## src/rtl/dev_bus_arb_pkg.sv

```systemverilog
// Shared types and constants for the two-master device-port arbiter.
package dev_bus_arb_pkg;

    localparam int WAIT_W = 4;

    typedef enum logic [1:0] {
        IDLE = 2'd0,
        BUS  = 2'd1,
        RESP = 2'd2
    } state_e;

    localparam logic M0 = 1'b0;
    localparam logic M1 = 1'b1;

    typedef struct packed {
        logic [29:0] addr;
        logic [31:0] wdata;
        logic        we;
    } xfer_t;

endpackage

```

## src/rtl/dev_bus_arb_rr_pick2.sv

```systemverilog
// Two-input winner selector: round-robin on `last`, or fixed priority to
// master 0 when DEV_BUS_ARB_FIXED_PRIO_EN is defined.
module rr_pick2
    import dev_bus_arb_pkg::*;
(
    input  logic req0,
    input  logic req1,
    input  logic last,
    output logic gnt_valid,
    output logic winner
);

`ifdef DEV_BUS_ARB_FIXED_PRIO_EN
    logic unused_last;
    assign unused_last = last;

    always_comb begin
        gnt_valid = req0 | req1;
        winner    = req0 ? M0 : M1;
    end
`else
    // NOTE: every variable written here gets a value on every path, so no latch is inferred.
    always_comb begin
        gnt_valid = req0 | req1;
        winner    = req0 ? M0 : M1;
        if (req0 && req1) begin
            winner = ~last;
        end
    end
`endif

endmodule

```

## src/rtl/dev_bus_arb.sv

```systemverilog
// Two-master arbiter for the bridge device port (IDLE -> BUS -> RESP).
// Build option: DEV_BUS_ARB_FIXED_PRIO_EN selects fixed priority to master 0.
module dev_bus_arb
    import dev_bus_arb_pkg::*;
#(
    parameter int unsigned WAIT_CYC = 0
) (
    input  logic        clk,
    input  logic        reset,
    input  logic        m0_req,
    input  logic [29:0] m0_addr,
    input  logic [31:0] m0_wdata,
    input  logic        m0_we,
    output logic        m0_ack,
    output logic [31:0] m0_rdata,
    input  logic        m1_req,
    input  logic [29:0] m1_addr,
    input  logic [31:0] m1_wdata,
    input  logic        m1_we,
    output logic        m1_ack,
    output logic [31:0] m1_rdata,
    output logic [29:0] PrAddr,
    output logic [31:0] PrWD,
    output logic        PrWrite,
    input  logic [31:0] PrRD,
    output logic        busy
);

    state_e              state_q;
    logic [WAIT_W-1:0]   cnt_q;
    logic                sel_q;
    logic                we_q;
    logic [31:0]         rdata_q;
    logic                last_ptr;
    logic                gnt_valid;
    logic                winner;
    xfer_t               win_x;

    assign win_x = (winner == M1) ? '{m1_addr, m1_wdata, m1_we}
                                  : '{m0_addr, m0_wdata, m0_we};

    rr_pick2 u_pick (
        .req0      (m0_req),
        .req1      (m1_req),
        .last      (last_ptr),
        .gnt_valid (gnt_valid),
        .winner    (winner)
    );

`ifdef DEV_BUS_ARB_FIXED_PRIO_EN
    assign last_ptr = M1;
`else
    always_ff @(posedge clk or negedge reset) begin
        if (!reset) begin
            last_ptr <= M1;
        end else if (state_q == IDLE && gnt_valid) begin
            last_ptr <= winner;
        end
    end
`endif

    // Bus outputs and acks are registered; reset clears them asynchronously,
    // which is what aborts a write strobe mid-transaction.
    // NOTE: sequential state uses non-blocking assignments so all registers update together.
    always_ff @(posedge clk or negedge reset) begin
        if (!reset) begin
            state_q <= IDLE;
            cnt_q   <= '0;
            sel_q   <= M0;
            we_q    <= 1'b0;
            rdata_q <= '0;
            PrAddr  <= '0;
            PrWD    <= '0;
            PrWrite <= 1'b0;
            m0_ack  <= 1'b0;
            m1_ack  <= 1'b0;
            busy    <= 1'b0;
        end else begin
            m0_ack <= 1'b0;
            m1_ack <= 1'b0;
            unique case (state_q)
                IDLE: begin
                    if (gnt_valid) begin
                        state_q <= BUS;
                        sel_q   <= winner;
                        we_q    <= win_x.we;
                        cnt_q   <= WAIT_W'(WAIT_CYC);
                        PrAddr  <= win_x.addr;
                        PrWD    <= win_x.wdata;
                        PrWrite <= (WAIT_CYC == 0) ? win_x.we : 1'b0;
                        busy    <= 1'b1;
                    end
                end
                BUS: begin
                    if (cnt_q == '0) begin
                        state_q <= RESP;
                        rdata_q <= PrRD;
                        PrAddr  <= '0;
                        PrWD    <= '0;
                        PrWrite <= 1'b0;
                        m0_ack  <= (sel_q == M0);
                        m1_ack  <= (sel_q == M1);
                    end else begin
                        cnt_q   <= cnt_q - WAIT_W'(1);
                        // Strobe only in the final BUS cycle.
                        PrWrite <= (cnt_q == WAIT_W'(1)) ? we_q : 1'b0;
                    end
                end
                RESP: begin
                    state_q <= IDLE;
                    busy    <= 1'b0;
                end
                default: begin
                    state_q <= IDLE;
                    PrAddr  <= '0;
                    PrWD    <= '0;
                    PrWrite <= 1'b0;
                    busy    <= 1'b0;
                end
            endcase
        end
    end

    assign m0_rdata = rdata_q;
    assign m1_rdata = rdata_q;

endmodule

```

## config.mk

```make
export PLATFORM = sky130hd
export DESIGN_NAME = dev_bus_arb
export DESIGN_NICKNAME = d
export VERILOG_FILES = /design/src/rtl/dev_bus_arb_pkg.sv /design/src/rtl/dev_bus_arb_rr_pick2.sv /design/src/rtl/dev_bus_arb.sv
export SDC_FILE = /design/constraint.sdc
export NUM_CORES = 1
export LEC_CHECK = 0
export CORE_MARGIN = 5
export CORE_UTILIZATION = 40
export CTS_CLUSTER_DIAMETER = 200
export CTS_CLUSTER_SIZE = 40
export DETAILED_ROUTE_END_ITERATION = 8
export PLACE_DENSITY_LB_ADDON = 0.15
export SYNTH_ARGS = -nofsm -noshare
export SYNTH_HDL_FRONTEND = slang
export SYNTH_SLANG_ARGS = --single-unit
```

## constraint.sdc

```tcl
create_clock -name clk -period 4.43 [get_ports clk]
set_input_delay 0.6645 -clock clk [delete_from_list [all_inputs] [get_ports clk]]
set_output_delay 0.6645 -clock clk [all_outputs]
set_load 0.005 [all_outputs]
```

# --- Word level (Yosys, flattened, before mapping) ---
# Index checks and enable logic that the tools add are counted.
totals:
  register_bits: 107
  elab_cells: 61
  out_inout_bits: 130
  inputBits: 162
classes:
  muxes: 25
  addsub: 1
  bitwise_logic: 5
  eq_ne: 6
  n_reduce_logical: 12
ops:
  columns: ["cell", "count"]
  rows:
  - ["$pmux 32 s3", 1]
  - ["$pmux 30 s3", 1]
  - ["$mux 32", 2]
  - ["$mux 63", 1]
  - ["$mux 30", 2]
  - ["$mux 1", 10]
  - ["$reduce_and 2->1", 5]
  - ["$mux 4", 2]
  - ["$pmux 4 s2", 1]
  - ["$ne 2x2->1 const B", 3]
  - ["$reduce_and 3->1", 2]
  - ["$eq 4x1->1 const B", 1]
  - ["$logic_not 4->1", 1]
  - ["$mux 2", 2]
  - ["$not 1->1", 4]
  - ["$pmux 2 s2", 1]
  - ["$sub 4x1->4 const B", 1]
  - ["$pmux 1 s3", 1]
  - ["$eq 2x1->1 const B", 1]
  - ["$eq 2x2->1 const B", 1]
  - ["$logic_and 1x1->1", 2]
  - ["$logic_not 2->1", 1]
  - ["$pmux 1 s2", 1]
  - ["$reduce_bool 2->1", 1]
  - ["$or 1x1->1", 1]

# --- Depth between registers and ports, before layout ---
# Gate-level depths: netlist of the first run.
logic_depth:
  word_depth: 5
  mapped_depth: 7
  mapped_depth_nobuf: 6

# --- By module ---
# A second synthesis of the first run with hierarchy kept.
unflattened:
  cells_unflattened: 425
  area_unflattened_um2: 5381.4
modules_own_cells:
  columns: ["mod", "seq_area_each_um2", "instances", "cells_per_inst", "area_per_inst_um2"]
  rows:
  - ["dev_bus_arb", 2678.8, 1, 422, 5366.4]
  - ["rr_pick2", 0.0, 1, 3, 15.0]

# --- Worst setup path after synthesis of the first run ---
# No wires, ideal clock.
synth_timing:
  path_type: "reg2reg"
  from: "reg cnt_q[0]"
  to: "reg PrAddr[4]"
  slack_ps: 2748
  setup_time_ps: 129
  path_buffers: 1
  synth_period_minus_slack_ps: 1682
  required_time_ps: 4301
  path_stages_with_launch: 8
  arrival_time_ps: 1553
  path_cell_list: "dfrtp_1 inv_1 ha_1 or3b_1 nand2_2 o21ai_2 clkbuf_8 o2bb2ai_1"
synth_via:
  elab_chain_cells: 3
synth_rtl:
  columns: ["element", "line_no", "rtl"]
  rows:
  - ["start, declared", "dev_bus_arb.sv:30", "logic [WAIT_W-1:0] cnt_q;"]
  - ["start signal, assigned", "dev_bus_arb.sv:87", "cnt_q <= WAIT_W'(WAIT_CYC);"]
  - ["start signal, assigned", "dev_bus_arb.sv:104", "cnt_q <= cnt_q - WAIT_W'(1);"]
  - ["$logic_not 4->1", "dev_bus_arb.sv:95", "if (cnt_q == '0) begin"]
  - ["$ne 2x2->1 (no line)", null, null]
  - ["$reduce_and 3->1 (no line)", null, null]
  - ["end signal, assigned", "dev_bus_arb.sv:88", "PrAddr <= win_x.addr;"]
  - ["end, declared", "dev_bus_arb.sv:22", "output logic [29:0] PrAddr,"]
# Every way passes these cells.
# A chain may end at the register's enable or synchronous reset.

# --- Worst setup path in the final report of the first run ---
layout_timing:
  from: "in m0_req"
  to: "reg cnt_q[3]"
layout_via:
  elab_chain_cells: 3
layout_rtl:
  columns: ["element", "line_no", "rtl"]
  rows:
  - ["start, declared", "dev_bus_arb.sv:10", "input logic m0_req,"]
  - ["$or 1x1->1", "dev_bus_arb_rr_pick2.sv:24", "gnt_valid = req0 | req1;"]
  - ["$ne 2x2->1 (no line)", null, null]
  - ["$reduce_and 3->1 (no line)", null, null]
# Every way passes these cells.

==> results_dict.tcl, run 1 <==
set metrics [dict create \
    synth_warnings 0 \
    final_common_cell "clkdlybuf4s50_1" \
    powerDensity_nw_per_um2 635 \
    final_cell_mix "clkdlybuf4s50_1 (290), dfrtp_1 (106), mux2i_1 (64)" \
    die-area_um2 14700 \
    num_io_pins 292 \
    finalWirelength_um 14300 \
    syn-cell-area_um2 4960 \
    synthFlopType "dfrtp_1" \
    route.detailed.drc 0 \
    num_rows 40 \
    rsz0062_at_grt "false" \
    first_pass_iters 4 \
    hold_viol 0 \
    worst_pin_slew_ps 910 \
    clkTransAtPathRegs_ps 70 \
    ctsResizeCount 0 \
    ys_seq_area_frac 0.540 \
    cts_setup_buffers 0 \
    dp_hpwl_um 11200 \
    fin_tns_setup_ps 0 \
    antenna_found_initial 0 \
    setup_viol 0 \
    final_antenna_net_count 0 \
    fp.coreArea_um2 12100 \
    clock_latency_ps 330 \
    required_ps 4680 \
    fill_cells 941 \
    clock_tree.root_cell "clkbuf_16" \
    p_leak_nw 3.46 \
    syn2layout_area_growth_pct 61.5 \
    cts_tree "yes" \
    finalCritPeriodShare 0.560 \
    synth_cells 362 \
    vias_per_cell 4.85 \
    start_kind "primary input" \
    port_buffers 291 \
    hold_ws_ps 156 \
    hp-class "primary input to async pin" \
    grt_max_degree 50 \
    syn_area_per_cell_um2 13.7 \
    worstSetupPathType "primary input to register" \
    antennaDiodeCount 0 \
    cp_max_fo 36 \
    drt_iter0_markers 186 \
    vias 3824 \
    crit_arrival_ps 2730 \
    syn_nets 526 \
    clockBufferDepth 2 \
    drive_above_1_share 0.110 \
    fp.dieH_um 121 \
    fin_nets 780 \
    min_period_ps 2480 \
    skew_ps 7.37 \
    initial_utilization 0.410 \
    grt_pass1_vias 4176 \
    routabilityCongestion 0.777 \
    synth_seq_cells 107 \
    wl_per_cell_um 18.1 \
    fp.dieW_um 121 \
    synth_cell_types 33 \
    grt_overflow 0 \
    startpoint "m0_req" \
    synth_edf_count 0 \
    slew-limit-headroom 0.391 \
    ir_drop_uv 319 \
    cap_violations 0 \
    grt_pass1_wl_um 22600 \
    maxSlewViolCount 0 \
    grt.total_usage 0.194 \
    r2r_start "cnt_q[0]" \
    clock.fmax_ghz 0.403 \
    cts.sinks 107 \
    h-tree-depth 3 \
    status "complete, no violations" \
    postCtsHoldBufs 0 \
    cts_buffers 9 \
    p_total_mw 5.09 \
    critPathCaptureType "register" \
    synthArstFlopShare 1.00 \
]
metrics by stage:
stage | util | cells | instance area (um^2) | setup slack, ps
4_1_cts | 0.662 | 789 | 8020 | 1960
2_1_floorplan | - | 362 | 4960 | 2750
6_report | 0.662 | 789 | 8020 | 1950
3_3_place_gp | 0.635 | 773 | 7690 | 1700
3_5_place_dp | 0.635 | 773 | 7690 | 1600
5_1_grt | 0.662 | 789 | 8020 | 1740
power breakdown:
part | switching [mW] | internal [mW]
clock network | 0.337 | 0.523
logic | 0.976 | 1.54
registers | 0.289 | 1.42
total | 1.60 | 3.49
routing by layer:
layer,global-route usage,wire (um),vias to the layer above
met5,0,0,-
met4,0.0574,173,0
met3,0.0620,1320,11
met2,0.338,7170,154
met1,0.227,5630,1853
li1,-,-,1806
cells by family after synthesis:
logic type	share of synthesized area
flip-flops	0.540
adder cells (fa/ha/maj)	0.00504
buffers and inverters	0.100
AND/OR/NAND/NOR	0.0227
AO/OA/AOI/OAI	0.124
multiplexers	0.208
layout make-up:
| cell class | count | area, um^2 | area share |
|---|---|---|---|
| Clock buffer | 11 | 253 | 0.0315 |
| Clock inverter | 5 | 75.1 | 0.00936 |
| Timing Repair Buffer | 298 | 2960 | 0.370 |
| Tap cell | 168 | 210 | 0.0262 |
| Inverter | 6 | 22.5 | 0.00281 |
| Multi-Input combinational cell | 194 | 1810 | 0.226 |
| Sequential cell | 107 | 2680 | 0.334 |
final timing paths:
path                       cells past startpoint  slack (ps)           end
max in group asynchronous                      2        3440      cnt_q[0]
max reg2reg                                    4        2370  m0_rdata[11]
max                                            5        1950      cnt_q[3]
min                                            1         160  m0_rdata[18]
min reg2reg                                    1         460        m0_ack
min in group clk                               1         460        m0_ack
cell usage after synthesis, drive strengths merged (2+ instances only):
cell,instances,share of area
nor2,4,0.0030
o2bb2ai,61,0.11
buf,49,0.086
mux2i,64,0.13
dfrtp,106,0.53
o21ai,7,0.0086
ha,2,0.0050
mux2,35,0.079
nand2,6,0.0050
inv,6,0.0045
clkbuf,5,0.0078
nand3,3,0.0040
nor3b,2,0.0030
registers in the layout, indices dropped and copies added (netlist names):
name / cells
PrAddr: 30
cnt_q: 4
state_q: 2
PrWrite: 1
m1_ack: 1
we_q: 1
m0_rdata: 32
sel_q: 1
PrWD: 32
last_ptr: 1
busy: 1
m0_ack: 1
worst max-delay path, cell delays in order:
cell and delay [ps]:
clkdlybuf4s50_1 560, o21ai_4 770, buf_4 490, nand2_1 90, mux2i_1 140
Power figures use the tool's default switching activity.
==> run 2, diff against run 1 <==
--- a/config.mk
+++ b/config.mk
@@ -6,7 +6,7 @@
 export NUM_CORES = 1
 export LEC_CHECK = 0
 export CORE_MARGIN = 5
-export CORE_UTILIZATION = 40
+export CORE_UTILIZATION = 38
 export CTS_CLUSTER_DIAMETER = 200
 export CTS_CLUSTER_SIZE = 40
 export DETAILED_ROUTE_END_ITERATION = 8
==> constraint.sdc (replaced) <==
create_clock -name clk -period 2.5 [get_ports clk]
set_input_delay 0.375 -clock clk [delete_from_list [all_inputs] [get_ports clk]]
set_output_delay 0.375 -clock clk [all_outputs]
set_load 0.005 [all_outputs]
==> results_dict.tcl, run 2 (same netlist as run 1, synthesis figures left out) <==
set metrics [dict create \
    maxSlewViolCount 0 \
    fill_cells 1054 \
    finalWirelength_um 15100 \
    dp_cells 779 \
    crit_arrival_ps 2220 \
    h-tree-depth 3 \
    fin_nets 783 \
    cts.sinks 107 \
    powerDensity_nw_per_um2 1110 \
    fp.dieH_um 124 \
    first_pass_iters 4 \
    setup_viol 0 \
    multi_input_area_um2 1810 \
    drive_above_1_share 0.109 \
    finalNonFillerCells 794 \
    grt_overflow 0 \
    die-area_um2 15400 \
    drt_iter0_markers 182 \
    grt.total_usage 0.194 \
    p_total_mw 8.93 \
    finalCritPeriodShare 0.795 \
    fp.coreArea_um2 12700 \
    num_io_pins 292 \
    wl_per_cell_um 19.1 \
    hold_viol 0 \
    vias 3895 \
    hp-class "register to register" \
    p_leak_nw 3.46 \
    dpl_worst_slack_ps 412 \
    critPathCaptureType "register" \
    cts_tree "yes" \
    ir_drop_uv 619 \
    start_kind "register" \
    skew_ps 7.74 \
    regArea_um2 2680 \
    antenna_found_initial 0 \
    clockBufferDepth 2 \
    final_common_cell "clkdlybuf4s50_1" \
    fin_tns_setup_ps 0 \
    cp_max_fo 32 \
    rsz0062_at_grt "false" \
    grt_pass1_wl_um 24000 \
    clock_tree.root_cell "clkbuf_16" \
    final_antenna_net_count 0 \
    worst_slack_ps 513 \
    dp_hpwl_um 11700 \
    required_ps 2730 \
    clock_latency_ps 340 \
    clock.fmax_ghz 0.503 \
    grt_max_degree 43 \
    fp.dieW_um 124 \
    slew-limit-headroom 0.684 \
    ctsResizeCount 0 \
    clkTransAtPathRegs_ps 70 \
    worst_pin_slew_ps 474 \
    worstSetupPathType "register to register" \
    grt_pass1_vias 4237 \
    syn2layout_area_growth_pct 61.9 \
    port_buffers 291 \
    routabilityCongestion 0.812 \
    cts_buffers 9 \
    min_period_ps 1990 \
    status "complete, no violations" \
    place_area_um2 7750 \
    vias_per_cell 4.91 \
    num_rows 41 \
    initial_utilization 0.390 \
    stdcell_area_um2 8040 \
    final_cell_mix "clkdlybuf4s50_1 (290), dfrtp_1 (106), mux2i_1 (64)" \
    route.detailed.drc 0 \
    cap_violations 0 \
    antennaDiodeCount 0 \
]
-- run 2: changes by cell type in the layout (fill, tap and decap cells not counted), sizes merged --
cell / delta
clkinvlp: +1
clkbuf: -2
dlygate4sd3: +1
buf: +2
bufinv: -1
-- run 2: final timing paths --
check / startpoint / to / slack, ps / depth (start not counted)
setup / recovery: cnt_q[0] / PrWD[6] / 510 / 7
hold / removal: sel_q / m0_ack / 470 / 1
setup reg to reg: cnt_q[0] / PrWD[6] / 510 / 7
hold reg to reg: sel_q / m0_ack / 470 / 1
max in group asynchronous: reset / m0_rdata[17] / 1180 / 3
min in group asynchronous: reset / PrAddr[0] / 520 / 2
-- run 2: power breakdown --
part,total [mW],internal [mW],switching [mW]
sequential,3.02,2.52,0.508
clock,1.38,0.764,0.617
combinational,4.52,2.76,1.76
-- run 2: layer usage --
metal	GRT usage	vias up	wire length (um)
li1	-	1801	-
met2	0.327	171	7580
met1	0.229	1894	6110
met4	0.0787	0	483
met3	0.0596	29	978
met5	0	-	0
-- run 2: critical path, stage by stage (launching register included) --
cell	delay (ps)
dfrtp_1	430
inv_1	80
ha_1	230
or3b_1	410
nand2_2	140
o21ai_4	70
buf_4	250
a22o_2	250
-- run 2: layout make-up --
type                    instances  share of cell area
flip-flops and latches        107               0.333
inverters                       6             0.00280
multi-input cells             194               0.226
repair buffers                301               0.376
well taps                     172              0.0268
clock inverters                 5             0.00700
clock buffers                   9              0.0280
-- run 2: repair_timing --
item,in CTS,in global routing
setup endpoints to repair,0,0
endpoints found under the hold margin,29,0
hold buffers,1,0
buffers inserted,0,0
-- run 2: through the flow --
step / utilization / hold WS [ps]
2_1_floorplan: - / 79.4
3_3_place_gp: 0.609 / 362
3_5_place_dp: 0.609 / 362
4_1_cts: 0.632 / 465
5_1_grt: 0.632 / 491
6_report: 0.632 / 465
==> run 3, diff against run 2 <==
==> constraint.sdc (replaced) <==
create_clock -name clk -period 1.9 [get_ports clk]
set_input_delay 0.285 -clock clk [delete_from_list [all_inputs] [get_ports clk]]
set_output_delay 0.285 -clock clk [all_outputs]
set_load 0.005 [all_outputs]
==> results_dict.tcl, run 3 (same netlist as run 1, synthesis figures left out) <==
set metrics [dict create \
    hp-class "primary input to async pin" \
    hold_ws_ps 286 \
    r2r_cells 7 \
    crit_family "simple AND/OR/NAND/NOR gates" \
    ir_drop_uv 928 \
    route.detailed.drc 0 \
    syn2layout_area_growth_pct 65.5 \
    fill_cells 1024 \
    p_switching_mw 3.82 \
    required_ps 2120 \
    min_period_ps 1750 \
    crit_end "PrWD[17]" \
    fp.coreArea_um2 12700 \
    clockBufferDepth 2 \
    skew_ps 8.52 \
    crit_chain "inv_1, ha_1, or3b_1, nand2_2, o21ai_4, buf_12, o2bb2ai_1" \
    start_kind "register" \
    antennaDiodeCount 0 \
    antenna_found_initial 0 \
    cts_buffers 9 \
    timing.critical_path.buf_inv 2 \
    clock_latency_ps 350 \
    regArea_um2 2680 \
    r2r_start "cnt_q[0]" \
    clkPwrFrac 0.166 \
    vias 3924 \
    grt_pass1_wl_um 24200 \
    r2r_slack_ps 150 \
    worstSetupPathType "register to register" \
    die-area_um2 15400 \
    setup_viol 0 \
    fin_tns_setup_ps 0 \
    powerDensity_nw_per_um2 1480 \
    final_common_cell "clkdlybuf4s50_1" \
    num_rows 41 \
    p_leak_nw 3.54 \
    multi_input_area_um2 1810 \
    status "complete, no violations" \
    swShare 0.314 \
    intPower_mw 8.34 \
    final_cell_mix "clkdlybuf4s50_1 (290), dfrtp_1 (106), mux2i_1 (64)" \
    finalWirelength_um 15300 \
    first_pass_iters 4 \
    maxSlewViolCount 0 \
    pwr-share-comb 0.507 \
    cpPeakStageDelay_ps 430 \
    fp.dieH_um 124 \
    drive_above_1_share 0.125 \
    cts.sinks 107 \
    grt_max_degree 55 \
    final_antenna_net_count 0 \
    h-tree-depth 3 \
    p_seq_frac 0.327 \
    vias_per_cell 4.87 \
    clock_tree.root_cell "clkbuf_16" \
    path_depth 7 \
    regToRegEndpoint "PrWD[17]" \
    initial_utilization 0.390 \
    grt.total_usage 0.195 \
    clkTransAtPathRegs_ps 70 \
    cts_tree "yes" \
    port_buffers 291 \
    worst_pin_slew_ps 304 \
    critPathCaptureType "register" \
    startpoint "cnt_q[0]" \
    slew-limit-headroom 0.797 \
    hold_viol 0 \
    num_io_pins 292 \
    crit_slowest_cell "dfrtp_1" \
    utilization 0.646 \
    drt_iter0_markers 184 \
    fin_nets 792 \
    p_total_mw 12.2 \
    rsz0062_at_grt "false" \
    fp.dieW_um 124 \
    routabilityCongestion 0.862 \
    clock.fmax_ghz 0.573 \
    grt_overflow 0 \
    dp_hpwl_um 12000 \
    cp_max_fo 34 \
    wl_per_cell_um 19.0 \
    grt_pass1_vias 4313 \
    crit_arrival_ps 1970 \
    cap_violations 0 \
    finalCritPeriodShare 0.919 \
]
==> run 3: timing repair <==
| action | in CTS | in global routing |
|---|---|---|
| buffers inserted | 0 | 0 |
| hold buffers | 1 | 0 |
| gates resized for setup | 0 | 0 |
| hold endpoints to repair | 106 | 0 |
==> run 3: worst min path at each step <==
| stage | start | slack [ps] | to | cells after the start |
|---|---|---|---|---|
| final | reset | 290 | PrAddr[0] | 2 |
| after global routing | reset | 270 | PrAddr[0] | 2 |
| after CTS | reset | 260 | PrAddr[0] | 2 |
| after detailed placement | reset | 90 | PrAddr[0] | 1 |
| after global placement | reset | 90 | PrAddr[0] | 1 |
| after floorplan | reset | -10 | PrAddr[0] | 0 |
==> run 3: power by group through the flow <==
stage	Clock (mW)	Combinational, mW	Sequential (mW)
after floorplan	0	3.16	3.98
after global placement	0	6.13	3.97
after detailed placement	0	6.27	4.00
after CTS	2.09	6.28	3.98
after global routing	2.17	6.61	4.11
final	2.02	6.16	3.97
==> run 3: through the flow <==
step | std cells | setup slack (ps) | cell area [um^2]
floorplan | 362 | 218 | 4960
global placement | 788 | 54.9 | 7880
detailed placement | 788 | 2.94 | 7880
CTS | 805 | 146 | 8210
global route | 805 | 54.0 | 8210
finish | 805 | 154 | 8210
==> run 3: cell type report <==
cell class | count | share of cell area
clock buffer | 10 | 0.0291
clock inverter | 6 | 0.0108
inverter | 6 | 0.00274
multi-input combinational | 194 | 0.221
sequential | 107 | 0.326
tap | 172 | 0.0262
timing repair buffer | 310 | 0.384
==> run 3: layer usage <==
metal,share of wire,up-vias,global-route usage
met4,0.022,0,0.0683
li1,-,1822,-
met3,0.067,21,0.0583
met5,0,-,0
met2,0.52,165,0.343
met1,0.40,1916,0.224
